**src/rtl/hgc_vram_arbiter.sv**
```systemverilog
// Single-port VRAM arbiter for the Hercules adapter: display fetches owned by the
// sequencer strobes, ISA read/write ops slotted into the sequencer's ISA window.
module hgc_vram_arbiter #(
    parameter int unsigned VRAM_AW = 16
) (
    input  logic               clk,
    input  logic               reset_n,
    input  logic [4:0]         clk_seq,
    input  logic               vram_read,
    input  logic               vram_read_a0,
    input  logic               vram_read_char,
    input  logic               vram_read_att,
    input  logic               isa_op_enable,
    input  logic               grph_mode,
    input  logic               gfx_page,
    input  logic [13:0]        crtc_ma,
    input  logic [4:0]         crtc_ra,
    input  logic               bus_req,
    input  logic               bus_wr,
    input  logic [VRAM_AW-1:0] bus_addr,
    input  logic [7:0]         bus_din,
    output logic [7:0]         bus_dout,
    output logic               bus_ack,
    output logic [VRAM_AW-1:0] vram_addr,
    output logic               vram_we,
    output logic [7:0]         vram_wdata,
    input  logic [7:0]         vram_rdata,
    output logic [31:0]        fetch_q
);

    typedef enum logic [1:0] {
        IDLE,
        OP2,
        OP3,
        WAIT_REL
    } state_t;

    state_t       state_q, state_d;
    logic         bus_ack_q, bus_ack_d;
    logic [7:0]   bus_dout_q, bus_dout_d;
    logic         op_wr_q, op_wr_d;
    logic [31:0]  fetch_data_q, fetch_data_d;

    logic               op_start;
    logic [11:0]        gfx_ma;
    logic [VRAM_AW-1:0] disp_addr;
    logic               unused_bits;

    assign unused_bits = ^{crtc_ra[4:2], crtc_ma[13:12]};

    // Second graphics pair (clk_seq >= 16) fetches the next word, wrapping within the page.
    assign gfx_ma = crtc_ma[11:0] + {11'd0, clk_seq[4]};

    always_comb begin
        if (grph_mode) begin
            disp_addr = VRAM_AW'({gfx_page, crtc_ra[1:0], gfx_ma, vram_read_a0});
        end else begin
            disp_addr = VRAM_AW'({crtc_ma[10:0], vram_read_a0});
        end
    end

    // Cutoff at 13 keeps the 3-cycle op clear of the next display fetch.
    assign op_start = (state_q == IDLE) && bus_req && !bus_ack_q && isa_op_enable
                      && (clk_seq <= 5'd13) && !vram_read && reset_n;

    always_comb begin
        state_d      = state_q;
        bus_ack_d    = bus_ack_q;
        bus_dout_d   = bus_dout_q;
        op_wr_d      = op_wr_q;
        fetch_data_d = fetch_data_q;
        vram_addr    = disp_addr;
        vram_we      = 1'b0;

        case (state_q)
            IDLE: begin
                if (op_start) begin
                    vram_addr = bus_addr;
                    vram_we   = bus_wr;
                    op_wr_d   = bus_wr;
                    state_d   = OP2;
                end
            end
            OP2: begin
                vram_addr = bus_addr;
                if (!op_wr_q) begin
                    bus_dout_d = vram_rdata;
                end
                bus_ack_d = 1'b1;
                state_d   = OP3;
            end
            OP3: begin
                state_d = WAIT_REL;
            end
            WAIT_REL: begin
                if (!bus_req) begin
                    bus_ack_d = 1'b0;
                    state_d   = IDLE;
                end
            end
            default: begin
                state_d = IDLE;
            end
        endcase

        if (vram_read_char) begin
            if (clk_seq[4]) begin
                fetch_data_d[23:16] = vram_rdata;
            end else begin
                fetch_data_d[7:0] = vram_rdata;
            end
        end
        if (vram_read_att) begin
            if (clk_seq[4]) begin
                fetch_data_d[31:24] = vram_rdata;
            end else begin
                fetch_data_d[15:8] = vram_rdata;
            end
        end
    end

    always_ff @(posedge clk or negedge reset_n) begin
        if (!reset_n) begin
            state_q      <= IDLE;
            bus_ack_q    <= 1'b0;
            bus_dout_q   <= '0;
            op_wr_q      <= 1'b0;
            fetch_data_q <= '0;
        end else begin
            state_q      <= state_d;
            bus_ack_q    <= bus_ack_d;
            bus_dout_q   <= bus_dout_d;
            op_wr_q      <= op_wr_d;
            fetch_data_q <= fetch_data_d;
        end
    end

    assign bus_ack    = bus_ack_q;
    assign bus_dout   = bus_dout_q;
    assign vram_wdata = bus_din;
    assign fetch_q    = fetch_data_q;

endmodule

```
**config.mk**
```make
export PLATFORM = sky130hd
export DESIGN_NAME = hgc_vram_arbiter
export DESIGN_NICKNAME = d
export VERILOG_FILES = /design/src/rtl/hgc_vram_arbiter.sv
export SDC_FILE = /design/constraint.sdc
export NUM_CORES = 1
export LEC_CHECK = 0
export ABC_AREA = 1
export BUFFER_PORTS_ARGS = -buffer_cell sky130_fd_sc_hd__clkbuf_2
export CAP_MARGIN = 25
export CORE_AREA = 2 2 80 82
export CTS_CLUSTER_DIAMETER = 200
export DETAILED_ROUTE_END_ITERATION = 10
export DIE_AREA = 0 0 82 84
export MAX_ROUTING_LAYER = met4
export PLACE_DENSITY = 0.76
export SKIP_CTS_REPAIR_TIMING = 1
export SYNTH_ARGS = -nofsm -noshare
export SYNTH_HDL_FRONTEND = slang
export SYNTH_SLANG_ARGS = --single-unit
```
**constraint.sdc**
```tcl
create_clock -name clk -period 1.7 [get_ports clk]
set_input_delay 0.255 -clock clk [delete_from_list [all_inputs] [get_ports clk]]
set_output_delay 0.255 -clock clk [all_outputs]
set_load 0.01 [all_outputs]
```
==> results.txt <==
- Pint: 2.76 mW
- The clock reaches the later pin of the worst-skew pair after 0.29 ns.
- Power share of the clock group: 16.8%
* Number of antenna diodes: 0
- CTS tree: built
* Setup Slack @ Placement: -0.131 ns
* Final worst path period share: 118%
- The detailed router finished its first iteration with 75 violations.
- Die H: roughly 84 µm
- Required time at the worst-slack endpoint: 1.44 ns
- Final critical delay including setup and external delays: ~2.0 ns
* Inserted Clock Buffers: 5
* Final setup fails: 17
- Finished Layout Cells: between 500 and 600
- Data arrives at the worst endpoint at around 1.8 ns.
- Combinational fraction of design power: about 53%
- Max-Cap Viols: 0
* PD cells: 1400 nW/µm²
* Instance count of the mapped netlist: ~310
- Final weighted congestion of routability-driven global placement: slightly above 0.8
- Detailed placement finished with a half-perimeter wire length of 4890 µm.
- Largest vdd supply drop: roughly 0.94 mV
* Yosys Warn Count: 0
- The number of nets in the synthesized netlist is roughly 380.
* Top cells by area, synth: sky130_fd_sc_hd__dfrtp_1 (47%), sky130_fd_sc_hd__nand2_1 (17%), sky130_fd_sc_hd__o21ai_0 (8.9%)
- Clock tree skew after final layout: between 0.007 and 0.008 ns
* Number of global-route vias before repair: roughly 2300
* F_max: 500 MHz
- The synthesized design contains 44 register bits.
- In the layout the commonest cells are sky130_fd_sc_hd__clkbuf_2 (103), sky130_fd_sc_hd__nand2_1 (94), sky130_fd_sc_hd__dfrtp_1 (44).
- The region available for standard cell placement spans between 6000 and 7000 µm².
* IO buf count: 110
- Pin placement for this block handled around 130 I/O pins.
* Area occupied by multi-input gates: ~1200 µm²
- Antenna violations before repair: 0
- Setup repair after global routing missed its margin: yes
- The H-tree generated during clock tree synthesis spans 2 levels.
* Synthesized cell area: between 2000 and 2500 µm²
* Synth-to-layout area growth: 41.2%
- Leakage dissipation: around 1.8 nW
* Startpoint class of the critical path: register
- The initial utilization of the core area, before any placement, comes to between 30% and 40%.
- Seq pwr share: a little under a third
* Fraction of layout instances using a drive strength above 1: 39.3%
- Most frequent CP cell: sky130_fd_sc_hd__nand2_8
- The slowest stage of the critical path is the sky130_fd_sc_hd__dfrtp_1 cell.
- Number of buffers between clock root and the deepest sink: 2
- The run finished, with violations left.
- A synthesized cell averages approximately 7.7 µm².
- Clock sink total: 44
- The min-delay analysis places its worst path in the category input port to async pin.
- At the pin with the least slew margin, the transition time is 0.535 ns.
- Entering global routing, the biggest net connects between 40 and 50 pins.
* Total count of hold-check failures in the final report: 0
- Of the post-synthesis cell area, the dominant cell type holds a little under half.
- The setup check on the worst reg-to-reg path leaves a slack of approximately 0.09 ns.
- The first global-routing pass estimated just under 10000 µm of wire.
- The detailed router placed about 2400 vias in this run.
* Post-CTS clock slew at the launch and capture registers of the worst setup and hold paths: roughly 0.080 ns
- Commonest non-fill, non-tap cell in the layout: sky130_fd_sc_hd__clkbuf_2
- Total placed cells including tap cells: 492
- Vias per inst: 4.80
- The signal on the critical path passes through inv_2, ha_4, nand2_4, nor2_4, nand3_4, nand2_8, nand2_8, nand3b_1, nand2_1, buf_2.
- The checks that failed: negative setup slack.
* GRT overflow: 0
- Remaining max-slew budget at the tightest pin: around 64%
- Summing the sequential cell areas from Yosys gives 46.7% of the chip area.
- Synthesis instantiated 23 different standard cells from the library.
- In this run the power spent charging and discharging nets is 1.90 mW.
- DR DRC count: 0
- The first detailed-routing pass took 4 iterations.
* Type of destination of the critical path: primary output
* Cell type with the largest total area after synthesis: sky130_fd_sc_hd__dfrtp_1
- Fill cells in the final layout number 563.
- CTS placed an instance of sky130_fd_sc_hd__clkbuf_8 at the clock tree root.
* Share of the core filled with cells: between 50% and 60%
- Worst-path maximum fanout: 8
* Die footprint: 6890 µm²
- Layout Nets: 500
- Switching fraction of total power: 40.7%
- Across the whole layout, storage elements account for roughly 1100 µm².
- Number of standard-cell rows in the floorplan: 29
- Summed over all layers, the routed wires come to 6630 µm.
* Pins Over Slew Limit: 0
- Final critical-path setup slack: -0.301 ns
- For this run, the total global-route usage over all layers was measured as a little under a fifth.
- In the final routed layout, each cell accounts on average for 13.2 µm.
- From left edge to right edge, the die measures between 80 and 90 µm.
* Type of the worst setup path: register to primary output
* Antenna violation net count after detailed routing: 0
- Critical Path Max Stage Delay: between 0.3 and 0.4 ns
## registers in the layout, summed over array words and instances, names as in the netlist
register / cells
op_wr_q: 1
state_q: 2
bus_ack: 1
bus_dout: 8
fetch_q: 32
## path summary, 6_finish.rpt
path	start	endpoint	cells after the start
max in group asynchronous	reset_n	bus_dout[5]	2
worst max-delay path	state_q[1]	vram_addr[3]	10
worst max register to register	state_q[1]	bus_dout[2]	9
worst min register to register	fetch_q[4]	fetch_q[4]	2
min in group clk	bus_req	bus_ack	3
worst min-delay path	reset_n	state_q[0]	2
## cell families after synthesis
logic type	Yosys count	share of synthesized area [%]
and+or+nand+nor	160	29.2
xor gates and xnor gates	2	0.743
DFF	44	46.7
buffers and inverters	46	9.29
AOI/OAI and AO/OA	48	10.3
adders and majority gates	7	3.72
## synthesized netlist by cell type, drive strengths merged
cell / count
or2: 1
nor2: 13
xnor2: 1
nand3: 31
a21oi: 3
buf: 12
inv: 28
o21bai: 1
xor2: 1
clkbuf: 6
ha: 7
o21ai: 44
dfrtp: 44
nor3b: 1
nand2: 107
nand3b: 1
nand4: 4
nor3: 2
## power by group through the flow
stage | clock network, mW | registers [mW] | logic, mW
after floorplan | 0 | 1.52 | 1.01
after global placement | 0 | 1.42 | 1.87
after detailed placement | 0 | 1.42 | 1.93
after CTS | 0.792 | 1.41 | 1.93
after global routing | 0.851 | 1.45 | 2.73
final | 0.782 | 1.42 | 2.45
## routing by layer
layer	global-route usage, %	up-vias	wire length, µm
li1	-	1219	-
met1	22.1	1104	2740
met2	32.3	96	3360
met3	4.44	2	517
met4	2.88	0	21
met5	-	-	0
## critical path, delay by kind of cell, from the launching register on
kind | cells | cell delay, ns
AND/OR/NAND/NOR | 7 | 0.70
flip-flops | 1 | 0.39
buffers and inverters | 2 | 0.22
adder cells (fa/ha/maj) | 1 | 0.16
## through the flow
| stage | TNS (ns) | hold slack, ns | cell area (µm²) | power (mW) |
|---|---|---|---|---|
| after floorplan | 0 | -0.0406 | 2360 | 2.54 |
| after global routing | -6.44 | 0.160 | 3330 | 5.03 |
| after global placement | -0.766 | 0.408 | 3010 | 3.29 |
| after detailed placement | -1.57 | 0.407 | 3010 | 3.35 |
| after CTS | -7.24 | 0.0820 | 3120 | 4.13 |
| final | -4.59 | 0.123 | 3330 | 4.65 |
## cell type report
class | count | area share [%]
Multi-Input combinational cell | 219 | 36.5
Sequential cell | 44 | 33.1
Timing Repair Buffer | 128 | 21.1
Inverter | 28 | 3.23
Tap cell | 77 | 2.89
Clock buffer | 6 | 2.18
Clock inverter | 2 | 1.05
(Power assumes the default switching activity.)
